**src/rtl/branch_cond_pkg.sv**
```systemverilog
// branch_cond_pkg: condition codes, FSM encoding and operand-class helper for branch_cond_unit
package branch_cond_pkg;
  localparam logic [2:0] BRZR = 3'b000;
  localparam logic [2:0] BRNZ = 3'b001;
  localparam logic [2:0] BRPL = 3'b010;
  localparam logic [2:0] BRMI = 3'b011;
  localparam logic [2:0] BREQ = 3'b100;
  localparam logic [2:0] BRNE = 3'b101;
  localparam logic [2:0] BRLT = 3'b110;
  localparam logic [2:0] BRGE = 3'b111;
  typedef enum logic {IDLE = 1'b0, HELD = 1'b1} state_e;
  function automatic logic is_two_operand(input logic [2:0] code);
    return code[2];
  endfunction
endpackage

```
**src/rtl/cond_eval.sv**
```systemverilog
// cond_eval: combinational branch condition evaluator (code, a, b -> result); odd codes invert their even partner
module cond_eval #(
  parameter int DATA_WIDTH = 32
) (
  input  logic [2:0]            code,
  input  logic [DATA_WIDTH-1:0] a,
  input  logic [DATA_WIDTH-1:0] b,
  output logic                  result
);
  logic base;
  assign base = code[2] ? (code[1] ? ($signed(a) < $signed(b)) : (a == b))
                        : (code[1] ? ~b[DATA_WIDTH-1] : (b == '0));
  assign result = base ^ code[0];
endmodule

```
**src/rtl/branch_cond_unit.sv**
```systemverilog
// branch_cond_unit: registered CON decision with operand-A FSM, error pulse and saturating taken counter (clk, rst, ir_in, bus_in, cmp_a_in, con_in -> con_out, con_valid, a_held, cond_err, taken_count)
module branch_cond_unit
  import branch_cond_pkg::*;
#(
  parameter int DATA_WIDTH = 32,
  parameter int IR_WIDTH   = 32,
  parameter int C2_LSB     = 19,
  parameter int CNT_WIDTH  = 16
) (
  input  logic                  clk,
  input  logic                  rst,
  input  logic [IR_WIDTH-1:0]   ir_in,
  input  logic [DATA_WIDTH-1:0] bus_in,
  input  logic                  cmp_a_in,
  input  logic                  con_in,
  output logic                  con_out,
  output logic                  con_valid,
  output logic                  a_held,
  output logic                  cond_err,
  output logic [CNT_WIDTH-1:0]  taken_count
);
  state_e                state_q;
  logic [DATA_WIDTH-1:0] a_q;
  logic                  con_q, valid_q, err_q;
  logic [CNT_WIDTH-1:0]  cnt_q, cnt_d;
  logic [2:0]            code;
  logic                  two, err, res, taken;
  logic                  unused_ir;
  assign unused_ir = ^ir_in;
  assign code  = ir_in[C2_LSB +: 3];
  assign two   = is_two_operand(code);
  assign err   = two && state_q == IDLE;
  assign taken = res && !err;
  assign cnt_d = (taken && !(&cnt_q)) ? cnt_q + CNT_WIDTH'(1) : cnt_q;
  cond_eval #(.DATA_WIDTH(DATA_WIDTH)) u_eval (
    .code  (code),
    .a     (a_q),
    .b     (bus_in),
    .result(res)
  );
  always_ff @(posedge clk) begin
    if (rst) begin
      state_q <= IDLE;
      a_q     <= '0;
      con_q   <= 1'b0;
      valid_q <= 1'b0;
      err_q   <= 1'b0;
      cnt_q   <= '0;
    end else begin
      valid_q <= con_in;
      err_q   <= con_in && err;
      if (con_in) begin
        con_q <= taken;
        cnt_q <= cnt_d;
        if (two) state_q <= IDLE;
      end else if (cmp_a_in) begin
        a_q     <= bus_in;
        state_q <= HELD;
      end
    end
  end
  assign con_out     = con_q;
  assign con_valid   = valid_q;
  assign cond_err    = err_q;
  assign a_held      = state_q == HELD;
  assign taken_count = cnt_q;
endmodule

```
**config.mk**
```make
export PLATFORM = sky130hd
export DESIGN_NAME = branch_cond_unit
export DESIGN_NICKNAME = d
export VERILOG_FILES = /design/src/rtl/branch_cond_pkg.sv /design/src/rtl/cond_eval.sv /design/src/rtl/branch_cond_unit.sv
export SDC_FILE = /design/constraint.sdc
export NUM_CORES = 1
export LEC_CHECK = 0
export ABC_AREA = 0
export BUFFER_PORTS_ARGS = -buffer_cell sky130_fd_sc_hd__clkbuf_2
export CAP_MARGIN = 10
export CORE_MARGIN = 2
export CORE_UTILIZATION = 35
export DETAILED_ROUTE_END_ITERATION = 8
export SLEW_MARGIN = 20
export SYNTH_ARGS = -nofsm -noshare
export SYNTH_HDL_FRONTEND = slang
export SYNTH_SLANG_ARGS = --single-unit
```
**constraint.sdc**
```tcl
create_clock -name clk -period 2.9 [get_ports clk]
set_input_delay 0.435 -clock clk [delete_from_list [all_inputs] [get_ports clk]]
set_output_delay 0.435 -clock clk [all_outputs]
set_load 0.005 [all_outputs]
```
Yosys cells after proc, flatten, opt, wreduce, memory -nomap -nowiden:

Cells that the tools add are included.

* input port bits: 68
* register bits after elaboration: 52
* output and inout port bits: 20

* reductions and logical operators: 12
* bitwise gates (word level): 4
* eq/ne operators: 2
* add/sub/neg operators: 1
* $lt $le $gt $ge: 1
* multiplexer cells: 6

Operator list (number)
* 32-bit == test: 1
* 32-bit logical NOT: 1
* 32-bit < comparator: 1
* 16-bit by 1-bit adder with 16-bit output, second input constant: 1
* 16-bit AND reduction: 1
* 1-bit two-way mux: 6
* 2-bit AND reduction: 3
* 1-bit logical AND: 4
* 1-bit NOT: 3
* 1-bit logical NOT: 2
* 2-bit inequality test, second input constant: 1
* 2-bit nonzero test: 1
* 1-bit XOR: 1

Depth between registers and ports, before layout:

* depth in word-level cells: 7
* gate-level depth with buffers: 12
* depth with buffers taken out: 11

By module:

A second synthesis with hierarchy kept.

* cell total of the unflattened synthesis: 387
* area total of the unflattened synthesis: 3071.7 um2

Modules (own cells, without submodules)
* branch_cond_unit: area each 2098.3 um2, instances 1, cells an instance 251
* cond_eval: area each 973.4 um2, instances 1, cells an instance 136

Worst setup path after synthesis:

No wires, ideal clock.

* kind: in2reg
* start point: input bus_in[22]
* end point: register cnt_q[9], in the netlist taken_count[9]
* data required time: 2830 ps
* cell stages on the path: 12
* slack: 182 ps
* arrival time: 2648 ps
* buffers on the path: 1
* setup time: 70 ps
* cell sequence: inv_1 ha_1 nand4_1 nor4_1 and4_1 o32ai_1 a311o_1 nor3_4 nor2_2 buf_6 or3_1 a21oi_1

* cells in the longest elaborated chain, start to end: 7
* elaborated cells on any way between the ends: 10

Ends and longest elaborated chain
* from (decl): RTL line branch_cond_unit.sv:13 `input logic [DATA_WIDTH-1:0] bus_in,`
* 32-bit < comparator (tied with other cells): RTL line cond_eval.sv:11 `assign base = code[2] ? (code[1] ? ($signed(a) < $signed(b)) : (a == b))`
* 1-bit two-way mux (on tied branches): RTL line cond_eval.sv:11, cond_eval.sv:12
* 1-bit two-way mux *: RTL line cond_eval.sv:11
* 1-bit XOR *: RTL line cond_eval.sv:13 `assign result = base ^ code[0];`
* 1-bit logical AND *: RTL line branch_cond_unit.sv:33 `assign taken = res && !err;`
* 1-bit logical AND *: RTL line branch_cond_unit.sv:34 `assign cnt_d = (taken && !(&cnt_q)) ? cnt_q + CNT_WIDTH'(1) : cnt_q;`
* 2-bit AND reduction (no source line) *
* to (signal assigned): RTL line branch_cond_unit.sv:54 `cnt_q <= cnt_d;`
* to (decl): RTL line branch_cond_unit.sv:25 `logic [CNT_WIDTH-1:0] cnt_q, cnt_d;`

Every way passes the cells marked *; elsewhere a longest branch is shown, timed or not.
A chain may end at the register's enable or synchronous reset.

Worst setup path in the final report:

* start point: register a_q[10]
* end point: register cnt_q[13], in the netlist taken_count[13]

* cells in the longest elaborated chain, start to end: 7
* elaborated cells on any way between the ends: 8

Ends and longest elaborated chain
* from (decl): RTL line branch_cond_unit.sv:23 `logic [DATA_WIDTH-1:0] a_q;`
* from (signal assigned): RTL line branch_cond_unit.sv:57 `a_q <= bus_in;`
* 32-bit < comparator / 32-bit == test (equally long branches): RTL line cond_eval.sv:11
* 1-bit two-way mux * (2 in series): RTL line cond_eval.sv:11
* 1-bit XOR *: RTL line cond_eval.sv:13
* 1-bit logical AND *: RTL line branch_cond_unit.sv:33
* 1-bit logical AND *: RTL line branch_cond_unit.sv:34
* 2-bit AND reduction (no source line) *

Marked as above.

==> reports/metrics.yaml <==
outcome: "finished clean"
grt.total_usage_pct: 16.0
routed_wl_um: 7870
relSlewSlack_pct: 49.4
setup_viol: 0
final.setup_skew_ns: 0.0125
rrSetupSlack_ns: 0.01
grt_pass1_vias: 2752
clk_latency_ns: 0.32
synth.area.top_cells: "dfxtp_1 35%, ha_1 14%, nand2_1 9.1%, a21oi_1 8.5%, inv_1 4.6%"
antenna_found_initial: 0
cp_max_fo: 8
clock-sinks: 52
dieArea_um2: 9330
final_common_cell: "nand2_1"
cap_violations: 0
hold_path_depth: 3
grt_max_degree: 37
syn_area_per_cell_um2: 7.80
synth_edf_count: 0
synth_nets: 486
min_to: "a_q[15]"
drt_iter0_drc: 119
die_h_um: 96.6
overflow: 0
ioPinCount: 88
endpoint_kind: "register"
vias_per_cell: 5.06
cts-root-buf: "clkbuf_8"
synth_area_um2: 3000
arrival_ns: 3.08
placeableCoreArea_um2: 8260
antenna_cells: 0
drive_above_1_share_pct: 33.3
grt_setup_unrepaired: "yes"
r2r_start: "a_q[10]"
vias: 3027
ys_seq_area_share_pct: 34.7
start_util_pct: 36.3
firstDrtPassIters: 4
power.density_nw_per_um2: 364
finalCritPeriodShare_pct: 99.5
setup_tns_ns: 0
min_from: "bus_in[15]"
fin_crit_ns: 2.89
tightest_slew_ns: 0.759
wire_per_inst_um: 13.2
cp.required_ns: 3.09
synth_top_area_share_pct: 34.7
use_met1_pct: 21.3
reg2reg_to: "taken_count[13]"
synth_top_area_cell: "dfxtp_1"
grt_first_pass_wirelength_um: 12600
synthArstFlopShare_pct: 0
synth-main-ff-cell: "dfxtp_1"
holdBufCountCts: 0
power_leakage_nw: 1.87
portBuffers: 58
use_met3_pct: 3.76
hold_class: "in2reg"
cts_tree: "yes"
place_hpwl_um: 5680
crit_start: "a_q[10]"
post-route-drc-count: 0
synthCells: 385
fp.dieW_um: 96.6
place.gp.congestion: 0.776
h-tree-depth: 2
path_clk_slew_ns: 0.11
max-vdd-ir-drop_mv: 0.251
num-fill-cells: 836
multi_input_area_um2: 1990
rows: 33
cts_buffers: 5
holdWs_ns: 0.362
areaGrowthSynthToFinish_pct: 37.4
fmax_mhz: 347
regArea_um2: 1050
fin_nets: 593
cts_buffer_depth: 2
worstRegToRegCells: 11
yosysUniqueCellTypes: 49
path_class: "reg2reg"
ys_ff_latch: 52
startpoint_type: "register"
busiest_layer: "met2"
slew_violations: 0
hold_viol: 0
layout_common_cells: "73 x nand2_1, 58 x clkbuf_2, 53 x buf_4"
drtAntennaViolNets: 0
yosysWarnings: 0
gr-usage-met2_pct: 26.6
[power by group]
part | leakage (nW) | internal, mW | switching (mW)
registers | 0.428 | 0.740 | 0.0171
clock network | 0.0452 | 0.177 | 0.277
logic | 1.40 | 0.140 | 0.148
total | 1.87 | 1.06 | 0.442
[cell type report]
type | count | share of cell area (%)
Clock buffer | 5 | 1.67
Inverter | 37 | 3.37
Multi-Input combinational cell | 282 | 48.1
Timing Repair Buffer | 114 | 17.5
Tap cell | 105 | 3.18
Clock inverter | 3 | 0.607
Sequential cell | 52 | 25.5
[critical path: stages (launching register included)]
cell and delay, ns:
dfxtp_2 0.36, ha_4 0.26, nand4_1 0.14, nor4_2 0.31, and4_1 0.23, o32ai_2 0.10
a311o_1 0.39, nor3_4 0.28, nor2_4 0.10, buf_4 0.15, o41ai_2 0.33, a21oi_2 0.09
[worst max-delay path by stage]
stage / cells after the start / slack (ns) / to
6_report: 11 / 0.01 / taken_count[13]
3_3_place_gp: 12 / -0.24 / taken_count[2]
5_1_grt: 11 / -0.14 / taken_count[13]
2_1_floorplan: 12 / 0.18 / taken_count[9]
3_5_place_dp: 12 / -0.25 / taken_count[2]
4_1_cts: 10 / 0.002 / taken_count[2]
[timing repair]
| item | in CTS | in global routing |
|---|---|---|
| setup buffers | 0 | 6 |
| endpoints found under the setup margin | 0 | 15 |
| resized for setup | 0 | 43 |
[Yosys cell counts (5+ instances only)]
library cell  count
nor2b_1           8
dfxtp_1          52
inv_1            37
clkbuf_1         12
nand3_1          16
nor2_1           17
ha_1             33
nand2_1          73
nor3_1            5
and4_1            5
nand4_1          10
nor4_1            8
a21oi_1          51
[registers in the layout (all words and copies together), names as in the netlist]
signal       flops
con_out          1
con_valid        1
cond_err         1
taken_count     16
a_q             32
a_held           1
[kinds of logic (layout without fill, tap and decap cells)]
kind of cell	Yosys count	after routing	share of synthesized area, %
compound gates	82	82	16.3
buf+inv	51	159	6.63
mux	4	4	1.46
simple gates	158	158	25.8
xor+xnor	5	5	1.46
flops	52	52	34.7
fa+ha+maj	33	33	13.8
[through the flow]
stage	power (mW)	setup WS, ns	instances	cell area, µm²	utilization [%]
floorplan	0.897	0.182	385	3000	-
global placement	1.02	-0.237	584	3740	45.3
detailed placement	1.03	-0.251	584	3740	45.3
CTS	1.47	0.00180	592	3830	46.4
global route	1.58	-0.141	598	4130	50.0
finish	1.50	0.0148	598	4130	50.0
[layer usage]
metal / vias up / wire (µm)
li1: 1560 / -
met1: 1407 / 3750
met2: 53 / 3710
met3: 7 / 326
met4: 0 / 76
met5: - / 0
Note: power is estimated with default switching activity, not from simulation.
